## config.mk

```make
export PLATFORM = sky130hd
export DESIGN_NAME = agu_lsu_queue
export DESIGN_NICKNAME = d
export VERILOG_FILES = /design/src/rtl/falco_pkg.sv /design/src/rtl/agu_lsu_queue.sv
export SDC_FILE = /design/constraint.sdc
export NUM_CORES = 1
export LEC_CHECK = 0
export CAP_MARGIN = 15
export CORE_ASPECT_RATIO = 0.75
export CORE_MARGIN = 8
export CORE_UTILIZATION = 38
export DETAILED_ROUTE_END_ITERATION = 8
export GPL_TIMING_DRIVEN = 0
export PLACE_DENSITY = 0.66
export SYNTH_ARGS = -nofsm -noshare
export SYNTH_HDL_FRONTEND = slang
export SYNTH_SLANG_ARGS = --single-unit
```

## constraint.sdc

```tcl
create_clock -name clk -period 8.2 [get_ports clk]
set_clock_uncertainty 0.1 [all_clocks]
set_input_delay 1.64 -clock clk [delete_from_list [all_inputs] [get_ports clk]]
set_output_delay 1.64 -clock clk [all_outputs]
set_load 0.02 [all_outputs]
```

## src/rtl/falco_pkg.sv

```systemverilog
// Falco shared types: the AGU->LSU payload and the AGU->LSU queue depth.
package Falco_pkg;

  localparam int AGU_LSU_Q_DEPTH = 4;

  typedef struct packed {
    logic [31:0] pc;
    logic [31:0] addr;
    logic [1:0]  size;
    logic        is_store;
    logic [3:0]  rob_id;
  } agu_pack_t;

  // One queue slot: payload plus its memory-align exception flag.
  typedef struct packed {
    agu_pack_t pack;
    logic      misalign;
  } agu_lsu_entry_t;

endpackage

```

## src/rtl/agu_lsu_queue.sv

```systemverilog
// AGU->LSU instruction queue that stops accepting behind a misaligned entry.
// Optional AGU_LSU_QUEUE_BYPASS_EN: zero-latency pass-through while the queue is empty.
module agu_lsu_queue
  import Falco_pkg::*;
#(
  parameter int DEPTH = AGU_LSU_Q_DEPTH,
  parameter int CNT_W = $clog2(DEPTH) + 1
) (
  input  logic             clk,
  input  logic             rst,
  input  logic             flush,
  input  logic             in_valid,
  input  agu_pack_t        in_pack,
  input  logic             in_misalign,
  output logic             in_ready,
  output logic             out_valid,
  output agu_pack_t        out_pack,
  output logic             out_misalign,
  input  logic             out_ready,
  output logic [CNT_W-1:0] count
);

  localparam int               PTR_W    = $clog2(DEPTH);
  localparam logic [CNT_W-1:0] CNT_FULL = CNT_W'(DEPTH);
  localparam logic [CNT_W-1:0] CNT_ONE  = CNT_W'(1);
  localparam logic [CNT_W-1:0] CNT_ZERO = {CNT_W{1'b0}};
  localparam logic [PTR_W-1:0] PTR_ONE  = PTR_W'(1);
  localparam logic [PTR_W-1:0] PTR_ZERO = {PTR_W{1'b0}};

  agu_lsu_entry_t   mem_r [DEPTH];
  logic [PTR_W-1:0] rd_ptr_r;
  logic [PTR_W-1:0] wr_ptr_r;
  logic [CNT_W-1:0] count_r;
  logic             block_r;

  agu_lsu_entry_t   head_s;
  logic             empty_s;
  logic             full_s;
  logic             bypass_s;
  logic             push_s;
  logic             pop_s;
  logic             write_s;
  logic             read_s;

  assign head_s = mem_r[rd_ptr_r];
  assign count  = count_r;

  // Handshakes, output selection and which events touch storage.
  always_comb begin
    empty_s  = (count_r == CNT_ZERO);
    full_s   = (count_r == CNT_FULL);
    in_ready = !flush && !block_r && !full_s;
`ifdef AGU_LSU_QUEUE_BYPASS_EN
    bypass_s = empty_s;
`else
    bypass_s = 1'b0;
`endif
    if (bypass_s) begin
      out_valid    = in_valid && !flush;
      out_pack     = in_pack;
      out_misalign = in_misalign;
    end else begin
      out_valid    = !flush && !empty_s;
      out_pack     = head_s.pack;
      out_misalign = head_s.misalign;
    end
    push_s  = in_valid && in_ready;
    pop_s   = out_valid && out_ready;
    // A bypassed entry taken in the same cycle never lands in storage.
    write_s = push_s && !(bypass_s && pop_s);
    read_s  = pop_s && !bypass_s;
  end

  // Pointers, occupancy and exception block; rst outranks flush, flush outranks traffic.
  always_ff @(posedge clk) begin
    if (rst || flush) begin
      rd_ptr_r <= PTR_ZERO;
      wr_ptr_r <= PTR_ZERO;
      count_r  <= CNT_ZERO;
      block_r  <= 1'b0;
    end else begin
      if (write_s) begin
        wr_ptr_r <= wr_ptr_r + PTR_ONE;
      end
      if (read_s) begin
        rd_ptr_r <= rd_ptr_r + PTR_ONE;
      end
      case ({write_s, read_s})
        2'b10:   count_r <= count_r + CNT_ONE;
        2'b01:   count_r <= count_r - CNT_ONE;
        default: count_r <= count_r;
      endcase
      // Setting wins so a pop alongside a misaligned push leaves the queue blocked.
      if (write_s && in_misalign) begin
        block_r <= 1'b1;
      end else if (read_s && head_s.misalign) begin
        block_r <= 1'b0;
      end else begin
        block_r <= block_r;
      end
    end
  end

  // Entry storage; deliberately not reset.
  always_ff @(posedge clk) begin
    if (write_s) begin
      mem_r[wr_ptr_r] <= {in_pack, in_misalign};
    end
  end

endmodule

```

==> impl_table.tex, run 1 <==
\begin{tabular}{lr}
\hline
Metric & Value \\
\hline
\multicolumn{2}{l}{\textbf{Status}} \\
\quad Status & finished, final reports clean \\
\multicolumn{2}{l}{\textbf{Die}} \\
\quad Die extent in y & 163.0 um \\
\quad Placement Rows & 53 \\
\quad Horiz. Die Dim & approximately 210 um \\
\quad Number of primary I/O pins & 154 \\
\quad Effective utilization at floorplan & 0.3885 \\
\quad Floorplan die area & 0.03456 mm2 \\
\quad Area of the core & between 0.02 and 0.03 mm2 \\
\multicolumn{2}{l}{\textbf{Layout}} \\
\quad Layout cells sized above 1 & 0.2123 \\
\quad Final net count & 713 \\
\quad Growth of design area from synthesis to finish & 27.57\% \\
\quad Final Instance Area & 0.01397 mm2 \\
\multicolumn{2}{l}{\textbf{Routing}} \\
\quad Detailed Route WL & 22010 um \\
\quad Number of iterations in the first detailed-routing pass & 4 \\
\quad Routed via count divided by cell count & 4.918 \\
\quad Number of vias in the routed layout & 5095 \\
\quad Drc violations & 0 \\
\quad Final ANT Viol Nets & 0 \\
\quad Wirelength per Cell & around 21 um \\
\quad 1st-iter DRT viols & 278 \\
\multicolumn{2}{l}{\textbf{GRT}} \\
\quad Vias in the first global route & around 5.7k \\
\quad Maximum number of pins on one net before global-route repair & between 50 and 60 \\
\quad Global route overflow & 0 \\
\quad Antenna violations before repair & 0 \\
\quad Global-route wire length before repair & approximately 33000 um \\
\quad Combined global-route utilization of all metal layers & 0.1250 \\
\multicolumn{2}{l}{\textbf{Setup path}} \\
\quad Worst setup path category & in2out \\
\quad Data arrival, critical path & 3.08 ns \\
\quad Required time of the critical path & 6.46 ns \\
\quad Crit path capture type & output pin \\
\quad Critical path capture point & in\_ready \\
\quad Register-to-Register Path Depth & 9 \\
\quad Crit-path max FO & 7 \\
\quad Capture point of the worst reg-to-reg path & count[2]\$\_SDFFE\_PP0P\_ \\
\quad Critical register-to-register path startpoint & count[2]\$\_SDFFE\_PP0P\_ \\
\quad Reg2Reg Setup Slack & roughly 5.7 ns \\
\quad Launching element of the worst setup path & flush \\
\quad Type of element launching the critical path & input port \\
\multicolumn{2}{l}{\textbf{Power}} \\
\quad Pwr Total & 3.081 mW \\
\quad Total power per unit cell area & 220.5 mW/mm2 \\
\quad Maximum resistive drop on vdd & $\sim$0.16 mV \\
\quad Leakage power summed over all cells & 4.349 nW \\
\multicolumn{2}{l}{\textbf{Min path}} \\
\quad Class of the worst hold path & reg2reg \\
\multicolumn{2}{l}{\textbf{Synth}} \\
\quad Instance count of the mapped netlist & 442 \\
\quad Most used DFF post-synth & sky130\_fd\_sc\_hd\_\_edfxtp\_1 \\
\quad Post-synthesis mux area share & 0.1481 \\
\quad Post-synthesis register bit count & around 300 \\
\quad Share of the synthesized area in compound gates (AO/OA/AOI/OAI) & 0.007084 \\
\quad Syn nets & 525 \\
\quad Yosys warns & 0 \\
\quad Post-synth design cell area & 0.01095 mm2 \\
\quad Syn avg cell area & 24.77 um2 \\
\quad Synth async-reset ratio & 0 \\
\quad Post-synthesis share of cell area spent on full adders, half adders and majority gates & 0.007541 \\
\quad Share of the synthesized netlist area taken by xor and xnor gates & 0.001600 \\
\quad Synth unique cells & 28 \\
\quad Number of enable flip-flop cells after synthesis & 288 \\
\quad Combinational family with the most area after synthesis & multiplexers \\
\quad Synthesized-area fraction occupied by and/or/nand/nor cells & 0.01543 \\
\quad Seq/Total Area, Yosys & 0.8080 \\
\multicolumn{2}{l}{\textbf{Timing}} \\
\quad Setup repair after global routing missed its margin & false \\
\quad Slew at the pin closest to its max-slew limit & 0.7228 ns \\
\quad Worst path setup slack after routing & 3.382 ns \\
\quad Portion of the clock cycle consumed by the worst path in the final layout & 0.5875 \\
\quad Final setup vio count & 0 \\
\quad Post-route minimum period & $\sim$4.8 ns \\
\quad Max Clk Rate & 207.6 MHz \\
\quad Headroom to the max-slew limit & 0.5182 \\
\quad Hold violation total from the final report & 0 \\
\quad Final setup TNS & 0 ns \\
\quad Pins over their slew limit & 0 \\
\quad Worst Hold Slack & 0.3884 ns \\
\multicolumn{2}{l}{\textbf{Clock tree}} \\
\quad CTS max path bufs & 3 \\
\quad CTS buffer count & 29 \\
\quad Resize count post-CTS & 0 \\
\quad Cts-stage hold buffer count & 0 \\
\quad Clk pin slew, worst setup/hold paths & approximately 0.050 ns \\
\quad Clock sinks & 298 \\
\quad Clock tree root driver cell & sky130\_fd\_sc\_hd\_\_clkbuf\_16 \\
\quad CTS tree & built \\
\quad Number of post-CTS setup repair buffers & 0 \\
\quad Max H-tree Level & 1 \\
\quad Latest clock arrival within the worst-skew pair & 0.53 ns \\
\multicolumn{2}{l}{\textbf{Placement}} \\
\quad Instance area at placement & around 0.013 mm2 \\
\quad Estimated wirelength of the detail-placed design & about 14000 um \\
\quad Setup Slack @ Placement & about 3.4 ns \\
\quad Global placer's final weighted congestion & 0.7785 \\
\quad Number of I/O port buffers & 153 \\
\multicolumn{2}{l}{\textbf{Job}} \\
\quad Max-cap violations & 0 \\
\hline
\end{tabular}
-- layout by cell type (no fill, tap or decap), types with 2 or more instances in the layout --
| cell type | synthesis | layout |
|---|---|---|
| sky130_fd_sc_hd__clkinv_1 | 0 | 9 |
| sky130_fd_sc_hd__nor3_1 | 2 | 2 |
| sky130_fd_sc_hd__bufinv_16 | 0 | 2 |
| sky130_fd_sc_hd__inv_1 | 6 | 6 |
| sky130_fd_sc_hd__clkdlybuf4s50_1 | 0 | 153 |
| sky130_fd_sc_hd__o21ai_0 | 4 | 4 |
| sky130_fd_sc_hd__ha_1 | 5 | 5 |
| sky130_fd_sc_hd__buf_2 | 8 | 8 |
| sky130_fd_sc_hd__nor2_1 | 6 | 6 |
| sky130_fd_sc_hd__xor2_1 | 2 | 2 |
| sky130_fd_sc_hd__clkbuf_1 | 2 | 8 |
| sky130_fd_sc_hd__mux4_2 | 72 | 72 |
| sky130_fd_sc_hd__nand3_1 | 2 | 2 |
| sky130_fd_sc_hd__dfxtp_1 | 10 | 10 |
| sky130_fd_sc_hd__or3_1 | 2 | 2 |
| sky130_fd_sc_hd__buf_16 | 0 | 4 |
| sky130_fd_sc_hd__nand2_1 | 3 | 3 |
| sky130_fd_sc_hd__or3b_2 | 2 | 2 |
| sky130_fd_sc_hd__a21oi_1 | 7 | 7 |
| sky130_fd_sc_hd__buf_4 | 7 | 7 |
| sky130_fd_sc_hd__and3_4 | 0 | 4 |
| sky130_fd_sc_hd__clkinv_2 | 0 | 3 |
| sky130_fd_sc_hd__clkbuf_16 | 0 | 29 |
| sky130_fd_sc_hd__edfxtp_1 | 288 | 288 |
-- layout make-up --
class / instances / area, um2
fillers: 2246 / 14210
flip-flops and latches: 298 / 8848
multi-input cells: 120 / 1988
repair buffers: 157 / 1642
clock buffers: 35 / 748.2
well taps: 385 / 481.7
clock inverters: 16 / 125.1
plain buffers: 18 / 111.4
inverters: 6 / 22.52
diodes: 1 / 2.502
-- cell families after synthesis --
| logic type | Yosys count |
|---|---|
| adders and majority gates | 6 |
| AOI/OAI and AO/OA | 13 |
| xor gates and xnor gates | 2 |
| buffers and inverters | 24 |
| muxes | 72 |
| DFF | 298 |
| and+or+nand+nor | 27 |
-- Yosys cell counts (all sizes together) (2+ instances only) --
cell type  count  area, um2
and3           4      25.02
nand2          3      11.26
edfxtp       288       8648
ha             5      62.56
nor3b          2      20.02
or3b           2      17.52
mux4          72       1622
o21ai          4      20.02
buf           16      103.9
or3            2      12.51
a21oi          7      35.03
dfxtp         10      200.2
nor2           6      22.52
nor3           2      10.01
nand3          2      10.01
clkbuf         2      7.510
inv            6      22.52
xor2           2      17.52
-- worst max-delay path: stages --
cell	delay, ns
sky130_fd_sc_hd__clkdlybuf4s50_1	0.51
sky130_fd_sc_hd__nor3_1	0.27
sky130_fd_sc_hd__clkdlybuf4s50_1	0.65
-- layer usage --
metal,share of wire,global-route usage
met1,0.43,0.1632
met2,0.48,0.2101
met3,0.075,0.03313
met4,0.016,0.02491
met5,0,0
-- registers in the layout, summed over array words and instances (netlist names), named ones only --
| signal | flops |
|---|---|
| wr_ptr_r | 2 |
| block_r | 1 |
| count | 3 |
| rd_ptr_r | 2 |
| mem_r | 288 |
-- worst min path at each step --
stage                                   from                       end  slack [ns]  depth (start not counted)
global placement    rd_ptr_r[1]$_SDFFE_PP0P_  rd_ptr_r[1]$_SDFFE_PP0P_        0.36                          2
CTS                 rd_ptr_r[1]$_SDFFE_PP0P_                 flip-flop        0.39                          2
floorplan           rd_ptr_r[1]$_SDFFE_PP0P_                 flip-flop        0.35                          2
finish              rd_ptr_r[1]$_SDFFE_PP0P_                 flip-flop        0.39                          2
global route        rd_ptr_r[1]$_SDFFE_PP0P_  rd_ptr_r[1]$_SDFFE_PP0P_        0.41                          2
detailed placement  rd_ptr_r[1]$_SDFFE_PP0P_  rd_ptr_r[1]$_SDFFE_PP0P_        0.38                          2
-- where the power goes --
group | internal, mW | switching, mW
combinational | 0.0839 | 0.0772
clock | 0.707 | 0.514
sequential | 1.69 | 0.00560
-- per-stage QoR --
step,std cells,utilization
CTS,1035,0.4956
detailed placement,984,0.4646
floorplan,442,-
global placement,980,0.4600
finish,1036,0.4957
global route,1035,0.4956
Power figures use the tool's default switching activity.
==> run 2, diff against run 1 <==
--- a/config.mk
+++ b/config.mk
@@ -11,7 +11,7 @@
 export CORE_UTILIZATION = 38
 export DETAILED_ROUTE_END_ITERATION = 8
 export GPL_TIMING_DRIVEN = 0
-export PLACE_DENSITY = 0.66
+export PLACE_DENSITY = 0.68
 export SYNTH_ARGS = -nofsm -noshare
 export SYNTH_HDL_FRONTEND = slang
 export SYNTH_SLANG_ARGS = --single-unit
==> constraint.sdc (replaced) <==
create_clock -name clk -period 4.36 [get_ports clk]
set_clock_uncertainty 0.1 [all_clocks]
set_input_delay 0.872 -clock clk [delete_from_list [all_inputs] [get_ports clk]]
set_output_delay 0.872 -clock clk [all_outputs]
set_load 0.02 [all_outputs]
==> run 2 against run 1 <==
  * Register-to-register slack got worse by 3.9 ns
  * First-iteration DRC count decreased by 13%
  * Largest cell class unchanged
  * Design area about the same
  * Clock power increased by 92%
  * Flip-flop and latch count unchanged
  * Largest power group unchanged
  * Power increased by 90%
  * Via count increased by 0.35%
==> impl_table.tex, run 2 (synthesis results as in run 1) <==
\begin{tabular}{lr}
\hline
Metric & Value \\
\hline
\multicolumn{2}{l}{\textbf{Routing}} \\
\quad Routed via count divided by cell count & 4.926 (+0.16\%) \\
\quad Number of vias in the routed layout & 5113 (+0.35\%) \\
\quad Number of iterations in the first detailed-routing pass & 4 (unchanged) \\
\quad Wirelength per Cell & 21.24 um (about the same) \\
\quad 1st-iter DRT viols & 242 (-13\%) \\
\quad Drc violations & 0 (unchanged) \\
\quad Detailed Route WL & 22040 um (+0.15\%) \\
\quad Final ANT Viol Nets & 0 (unchanged) \\
\multicolumn{2}{l}{\textbf{Die}} \\
\quad Effective utilization at floorplan & 0.3885 (unchanged) \\
\quad Number of primary I/O pins & 154 (unchanged) \\
\quad Area of the core & 0.02818 mm2 (unchanged) \\
\quad Die extent in y & 163.0 um (unchanged) \\
\quad Horiz. Die Dim & 212.0 um (unchanged) \\
\quad Placement Rows & 53 (unchanged) \\
\quad Floorplan die area & 0.03456 mm2 (unchanged) \\
\multicolumn{2}{l}{\textbf{Setup path}} \\
\quad Ordered cell list for the critical path & clkbuf\_1, buf\_2, mux4\_2, clkdlybuf4s50\_1 \\
\quad Crit-path max FO & 10 (+3) \\
\quad Data arrival, critical path & 2.70 ns (-0.38 ns) \\
\quad Type of element launching the critical path & flip-flop \\
\quad Delay of the slowest cell on the worst path & 0.57 ns (-0.08 ns) \\
\quad Worst-path cell with the longest stage delay & sky130\_fd\_sc\_hd\_\_clkdlybuf4s50\_1 \\
\quad Critical path buffers and inverters & 3 (+1) \\
\quad Crit path capture type & output pin \\
\quad Worst setup path category & reg2out \\
\quad Reg2Reg Setup Slack & 1.76 ns (-3.89 ns) \\
\quad Top delay family on crit path & buffers and inverters \\
\quad Required time of the critical path & 3.39 ns (-3.07 ns) \\
\multicolumn{2}{l}{\textbf{GRT}} \\
\quad Vias in the first global route & 5636 (-0.28\%) \\
\quad Antenna violations before repair & 2 (+2) \\
\quad Combined global-route utilization of all metal layers & 0.1269 (+0.001944) \\
\quad Global route overflow & 0 (unchanged) \\
\quad Global-route wire length before repair & 33810 um (+2.0\%) \\
\quad Maximum number of pins on one net before global-route repair & 44 (-15\%) \\
\multicolumn{2}{l}{\textbf{Layout}} \\
\quad Most common cell after layout, fill and taps aside & sky130\_fd\_sc\_hd\_\_edfxtp\_1 \\
\quad Count of antenna diodes in the layout & 0 (-1) \\
\quad Multi-input logic area & 0.001988 mm2 (unchanged) \\
\quad Fraction of the core area covered by cells at the end of the flow & 0.4961 (about the same) \\
\quad Fill cell instance count of the final layout & 2248 (+0.089\%) \\
\quad Final net count & 713 (unchanged) \\
\quad Growth of design area from synthesis to finish & 27.69\% (about the same) \\
\quad Biggest register & mem\_r \\
\quad Final Instance Area & 0.01398 mm2 (about the same) \\
\quad Highest-count cells in the layout ignoring fill and taps & 288 x sky130\_fd\_sc\_hd\_\_edfxtp\_1, 153 x sky130\_fd\_sc\_hd\_\_clkdlybuf4s50\_1, 72 x sky130\_fd\_sc\_hd\_\_mux4\_2 \\
\quad Flip-flop count of the largest register, all copies and words added & 288 (unchanged) \\
\quad Sequential Area & 0.008848 mm2 (unchanged) \\
\quad Layout cells sized above 1 & 0.2159 (+0.003619) \\
\multicolumn{2}{l}{\textbf{Clock tree}} \\
\quad Latest clock arrival within the worst-skew pair & 0.53 ns (about the same) \\
\quad Resize count post-CTS & 0 (unchanged) \\
\quad Clock tree root driver cell & sky130\_fd\_sc\_hd\_\_clkbuf\_16 \\
\quad CTS tree & built \\
\quad Cts-stage hold buffer count & 0 (unchanged) \\
\quad CTS max path bufs & 3 (unchanged) \\
\quad Number of post-CTS setup repair buffers & 0 (unchanged) \\
\quad Clock sinks & 298 (unchanged) \\
\quad Clk pin slew, worst setup/hold paths & 0.06 ns (about the same) \\
\quad CTS buffer count & 29 (unchanged) \\
\quad Max H-tree Level & 1 (unchanged) \\
\multicolumn{2}{l}{\textbf{Placement}} \\
\quad Number of I/O port buffers & 153 (unchanged) \\
\quad Global placer's final weighted congestion & 0.7654 (-1.7\%) \\
\quad Instance area at placement & 0.01309 mm2 (unchanged) \\
\quad Estimated wirelength of the detail-placed design & 14090 um (+0.71\%) \\
\multicolumn{2}{l}{\textbf{Timing}} \\
\quad Headroom to the max-slew limit & 0.5683 (+0.05014) \\
\quad Max Clk Rate & 272.2 MHz \\
\quad Pins over their slew limit & 0 (unchanged) \\
\quad Post-route minimum period & between 3 and 4 ns \\
\quad Final setup vio count & 0 (unchanged) \\
\quad Setup repair after global routing missed its margin & false \\
\quad Hold violation total from the final report & 0 (unchanged) \\
\quad Portion of the clock cycle consumed by the worst path in the final layout & 0.8427 \\
\quad Slew at the pin closest to its max-slew limit & 0.6426 ns (-0.08015 ns) \\
\multicolumn{2}{l}{\textbf{Power}} \\
\quad Total power per unit cell area & 417.6 mW/mm2 (+89\%) \\
\quad Maximum resistive drop on vdd & 0.2971 mV (+88\%) \\
\quad Leakage power summed over all cells & 4.360 nW (+0.26\%) \\
\multicolumn{2}{l}{\textbf{Min path}} \\
\quad Class of the worst hold path & reg2reg \\
\multicolumn{2}{l}{\textbf{Job}} \\
\quad Max-cap violations & 0 (unchanged) \\
\multicolumn{2}{l}{\textbf{Status}} \\
\quad Status & finished, final reports clean \\
\hline
\end{tabular}
[run 2: changes by cell type in the layout (fill, tap and decap cells not counted)]
cell | before | now
sky130_fd_sc_hd__clkinv_1 | 9 | 8
sky130_fd_sc_hd__diode_2 | 1 | 0
sky130_fd_sc_hd__clkinv_2 | 3 | 6
sky130_fd_sc_hd__clkbuf_1 | 8 | 9
[run 2: area by class of cell]
class,instances,area share
Inverter,6,0.001611
Multi-Input combinational cell,120,0.1422
Tap cell,385,0.03445
Clock inverter,18,0.009754
Clock buffer,36,0.05378
Buffer,18,0.007964
Sequential cell,298,0.6328
Timing Repair Buffer,157,0.1174
[run 2: final timing paths]
path,startpoint,endpoint,cells past startpoint
worst max register to register,count[2]$_SDFFE_PP0P_,count[2]$_SDFFE_PP0P_,9
worst min-delay path,rd_ptr_r[1]$_SDFFE_PP0P_,rd_ptr_r[1]$_SDFFE_PP0P_,2
worst max-delay path,flip-flop,out_pack[52],4
worst min register to register,rd_ptr_r[1]$_SDFFE_PP0P_,rd_ptr_r[1]$_SDFFE_PP0P_,2
[run 2: metrics by stage]
step | std cells | power [mW] | hold slack (ns) | TNS, ns | setup slack [ns]
6_report | 1038 | 5.839 | 0.4386 | 0 | 0.6857
5_1_grt | 1038 | 6.015 | 0.4619 | 0 | 0.5354
4_1_cts | 1038 | 5.900 | 0.4157 | 0 | 0.5791
3_5_place_dp | 984 | 3.560 | 0.4065 | 0 | 1.027
3_3_place_gp | 980 | 3.548 | 0.3674 | -316.72 | -1.118
2_1_floorplan | 442 | 3.368 | 0.3529 | 0 | 0.8748
[run 2: worst reg2reg max path: stages, from the launching register on]
cell and delay (ns):
sky130_fd_sc_hd__dfxtp_1 0.39, sky130_fd_sc_hd__or3b_2 0.47, sky130_fd_sc_hd__buf_2 0.18, sky130_fd_sc_hd__nand2_1 0.11
sky130_fd_sc_hd__ha_1 0.20, sky130_fd_sc_hd__inv_1 0.08, sky130_fd_sc_hd__fa_1 0.38, sky130_fd_sc_hd__xor2_1 0.16
sky130_fd_sc_hd__or3_1 0.31, sky130_fd_sc_hd__a21oi_1 0.14
[run 2: layer usage]
layer	global-route usage	share of wire	vias to the layer above	wire (um)
met4	0.02680	0.019	4	408
met3	0.03294	0.059	35	1308
met1	0.1597	0.41	2675	9135
li1	-	-	2258	-
met5	0	0.0012	-	27
met2	0.2202	0.51	141	11160
[run 2: power breakdown]
| group | internal, mW | total [mW] | switching, mW |
|---|---|---|---|
| logic | 0.158 | 0.302 | 0.144 |
| clock network | 1.34 | 2.34 | 1.01 |
| registers | 3.18 | 3.19 | 0.0103 |
==> run 3, diff against run 2 <==
--- a/config.mk
+++ b/config.mk
@@ -11,7 +11,7 @@
 export CORE_UTILIZATION = 38
 export DETAILED_ROUTE_END_ITERATION = 8
 export GPL_TIMING_DRIVEN = 0
-export PLACE_DENSITY = 0.68
+export PLACE_DENSITY = 0.66
 export SYNTH_ARGS = -nofsm -noshare
 export SYNTH_HDL_FRONTEND = slang
 export SYNTH_SLANG_ARGS = --single-unit
==> constraint.sdc (replaced) <==
create_clock -name clk -period 3.5 [get_ports clk]
set_clock_uncertainty 0.1 [all_clocks]
set_input_delay 0.7 -clock clk [delete_from_list [all_inputs] [get_ports clk]]
set_output_delay 0.7 -clock clk [all_outputs]
set_load 0.02 [all_outputs]
==> run 3 against run 2 <==
  * First-iteration DRC count up 15%
  * Power up 24%
  * Sequential share of layout area is 0.089 points higher
  * Routed wire length down 0.24%
  * Global-route usage decreased by 0.20 points
  * Die area did not move
  * Cell count fell by 0.39%
  * Sequential power increased by 25%
  * Flip-flop and latch count unchanged
  * Register-to-register slack worse by 0.80 ns
  * Critical path type unchanged
  * Largest cell class unchanged
==> impl_table.tex, run 3 (synthesis results as in run 1) <==
\begin{tabular}{lr}
\hline
Metric & Value \\
\hline
\multicolumn{2}{l}{\textbf{Timing}} \\
\quad Worst path setup slack after routing & 0.2253 ns (-0.4604 ns) \\
\quad Max Clk Rate & around 300 MHz \\
\quad Final setup vio count & 0 (unchanged) \\
\quad Slew at the pin closest to its max-slew limit & 0.6071 ns (-0.03547 ns) \\
\quad Setup repair after global routing missed its margin & false \\
\quad Post-route minimum period & between 3 and 4 ns \\
\quad Hold violation total from the final report & 0 (unchanged) \\
\quad Worst Hold Slack & 0.3809 ns (-0.05767 ns) \\
\quad Headroom to the max-slew limit & 0.5921 (+0.02383) \\
\quad Pins over their slew limit & 0 (unchanged) \\
\quad Final setup TNS & 0 ns (unchanged) \\
\quad Portion of the clock cycle consumed by the worst path in the final layout & 0.9356 \\
\multicolumn{2}{l}{\textbf{Clock tree}} \\
\quad Clock sinks & 298 (unchanged) \\
\quad CTS buffer count & 29 (unchanged) \\
\quad Latest clock arrival within the worst-skew pair & 0.53 ns (about the same) \\
\quad Cts-stage hold buffer count & 0 (unchanged) \\
\quad Max H-tree Level & 1 (unchanged) \\
\quad Clk pin slew, worst setup/hold paths & 0.06 ns (about the same) \\
\quad CTS tree & built \\
\quad CTS max path bufs & 3 (unchanged) \\
\quad Clock tree root driver cell & sky130\_fd\_sc\_hd\_\_clkbuf\_16 \\
\multicolumn{2}{l}{\textbf{Die}} \\
\quad Horiz. Die Dim & 212.0 um (unchanged) \\
\quad Number of primary I/O pins & 154 (unchanged) \\
\quad Placement Rows & 53 (unchanged) \\
\quad Effective utilization at floorplan & 0.3885 (unchanged) \\
\quad Area of the core & 0.02818 mm2 (unchanged) \\
\quad Die extent in y & 163.0 um (unchanged) \\
\quad Floorplan die area & 0.03456 mm2 (unchanged) \\
\multicolumn{2}{l}{\textbf{Setup path}} \\
\quad Delay of the slowest cell on the worst path & 0.59 ns (+0.02 ns) \\
\quad Worst-path cell with the longest stage delay & sky130\_fd\_sc\_hd\_\_mux4\_2 \\
\quad Worst setup path category & reg2out \\
\quad Critical register-to-register path startpoint & count[2]\$\_SDFFE\_PP0P\_ \\
\quad Crit-path max FO & 10 (unchanged) \\
\quad Critical path buffers and inverters & 3 (unchanged) \\
\quad Top delay family on crit path & buffers and inverters \\
\quad Required time of the critical path & 2.70 ns (-0.69 ns) \\
\quad Type of element launching the critical path & flip-flop \\
\quad Ordered cell list for the critical path & buf\_6, buf\_4, mux4\_2, clkdlybuf4s50\_1 \\
\quad Data arrival, critical path & 2.47 ns (-0.23 ns) \\
\quad Crit path capture type & output pin \\
\multicolumn{2}{l}{\textbf{GRT}} \\
\quad Combined global-route utilization of all metal layers & 0.1250 (-0.001986) \\
\quad Antenna violations before repair & 0 (-2) \\
\quad Global route overflow & 0 (unchanged) \\
\quad Global-route wire length before repair & 33140 um (-2.0\%) \\
\quad Maximum number of pins on one net before global-route repair & 52 (+18\%) \\
\quad Vias in the first global route & 5645 (+0.16\%) \\
\multicolumn{2}{l}{\textbf{Power}} \\
\quad Maximum resistive drop on vdd & 0.3703 mV (+25\%) \\
\quad Pwr Total & 7.220 mW (+24\%) \\
\quad Total power per unit cell area & 517.0 mW/mm2 (+24\%) \\
\quad Leakage power summed over all cells & 4.348 nW (-0.28\%) \\
\multicolumn{2}{l}{\textbf{Placement}} \\
\quad Estimated wirelength of the detail-placed design & 13990 um (-0.70\%) \\
\quad Setup Slack @ Placement & 0.3352 ns (-0.6915 ns) \\
\quad Number of I/O port buffers & 153 (unchanged) \\
\quad Global placer's final weighted congestion & 0.7785 (+1.7\%) \\
\quad DP Cell Count & 984 (unchanged) \\
\multicolumn{2}{l}{\textbf{Routing}} \\
\quad Routed via count divided by cell count & 4.909 (-0.34\%) \\
\quad Detailed Route WL & 21990 um (-0.24\%) \\
\quad Final ANT Viol Nets & 0 (unchanged) \\
\quad Number of iterations in the first detailed-routing pass & 4 (unchanged) \\
\quad Drc violations & 0 (unchanged) \\
\quad Number of vias in the routed layout & 5076 (-0.72\%) \\
\quad 1st-iter DRT viols & 278 (+15\%) \\
\quad Wirelength per Cell & 21.27 um (+0.15\%) \\
\multicolumn{2}{l}{\textbf{Layout}} \\
\quad Highest-count cells in the layout ignoring fill and taps & 288 x sky130\_fd\_sc\_hd\_\_edfxtp\_1, 153 x sky130\_fd\_sc\_hd\_\_clkdlybuf4s50\_1, 72 x sky130\_fd\_sc\_hd\_\_mux4\_2 \\
\quad Layout cells sized above 1 & 0.2142 (-0.001751) \\
\quad Flip-flop count of the largest register, all copies and words added & 288 (unchanged) \\
\quad Count of antenna diodes in the layout & 0 (unchanged) \\
\quad Non-filler cells, final & 1034 (-0.39\%) \\
\quad Final net count & 712 (-0.14\%) \\
\quad Most common cell after layout, fill and taps aside & sky130\_fd\_sc\_hd\_\_edfxtp\_1 \\
\quad Growth of design area from synthesis to finish & 27.52\% \\
\quad Biggest register & mem\_r \\
\multicolumn{2}{l}{\textbf{Job}} \\
\quad Max-cap violations & 0 (unchanged) \\
\multicolumn{2}{l}{\textbf{Status}} \\
\quad Status & finished, final reports clean \\
\multicolumn{2}{l}{\textbf{Min path}} \\
\quad Class of the worst hold path & reg2reg \\
\quad Critical hold path startpoint & rd\_ptr\_r[1]\$\_SDFFE\_PP0P\_ \\
\hline
\end{tabular}
run 3: cell types whose count changed in the layout (fill, tap and decap cells not counted):
cell | previous run | this run
sky130_fd_sc_hd__clkbuf_1 | 9 | 7
sky130_fd_sc_hd__clkinv_1 | 8 | 9
sky130_fd_sc_hd__clkinv_2 | 6 | 3
sky130_fd_sc_hd__dfxtp_1 | 10 | 9
sky130_fd_sc_hd__dfxtp_2 | 0 | 1
run 3: tightest hold or removal path, delay by kind of cell, from the launching register on:
kind	cells	cell delay (ns)
flops	1	0.31
compound gates	2	0.13
run 3: metrics by stage:
stage	instance area, um2	util
finish	13960	0.4955
detailed placement	13090	0.4646
global route	13960	0.4955
floorplan	10950	-
CTS	13960	0.4955
global placement	12960	0.4600
run 3: routing by layer:
layer,global-route usage,routed length [um],share of wire,vias to the layer above
met4,0.02491,365,0.017,0
met2,0.2099,10520,0.48,146
met1,0.1632,9544,0.43,2640
met3,0.03313,1563,0.071,29
met5,0,0,0,-
li1,-,-,-,2261
run 3: repair_timing:
action | 4_1_cts | 5_1_grt
gates resized for setup | 1 | 0
buffers inserted | 0 | 0
endpoints found under the setup margin | 70 | 0
run 3: cell type report:
class | count | area [um2]
flip-flops and latches | 298 | 8850
repair buffers | 157 | 1642
clock inverters | 16 | 125.1
multi-input cells | 120 | 1988
clock buffers | 35 | 748.2
plain buffers | 17 | 107.6
well taps | 385 | 481.7
fillers | 2244 | 14220
inverters | 6 | 22.52
run 3: report_power, final:
part / internal, mW / leakage [nW] / switching, mW
Sequential: 3.97 / 2.70 / 0.0132
Clock: 1.66 / 0.423 / 1.21
Combinational: 0.197 / 1.23 / 0.181
Total: 5.82 / 4.35 / 1.40
run 3: final timing paths:
kind / slack, ns / cells past startpoint / end
worst min register to register: 0.38 / 2 / flip-flop
worst max-delay path: 0.23 / 4 / out_pack[57]
worst max register to register: 0.96 / 9 / count[2]$_SDFFE_PP0P_
worst min-delay path: 0.38 / 2 / flip-flop
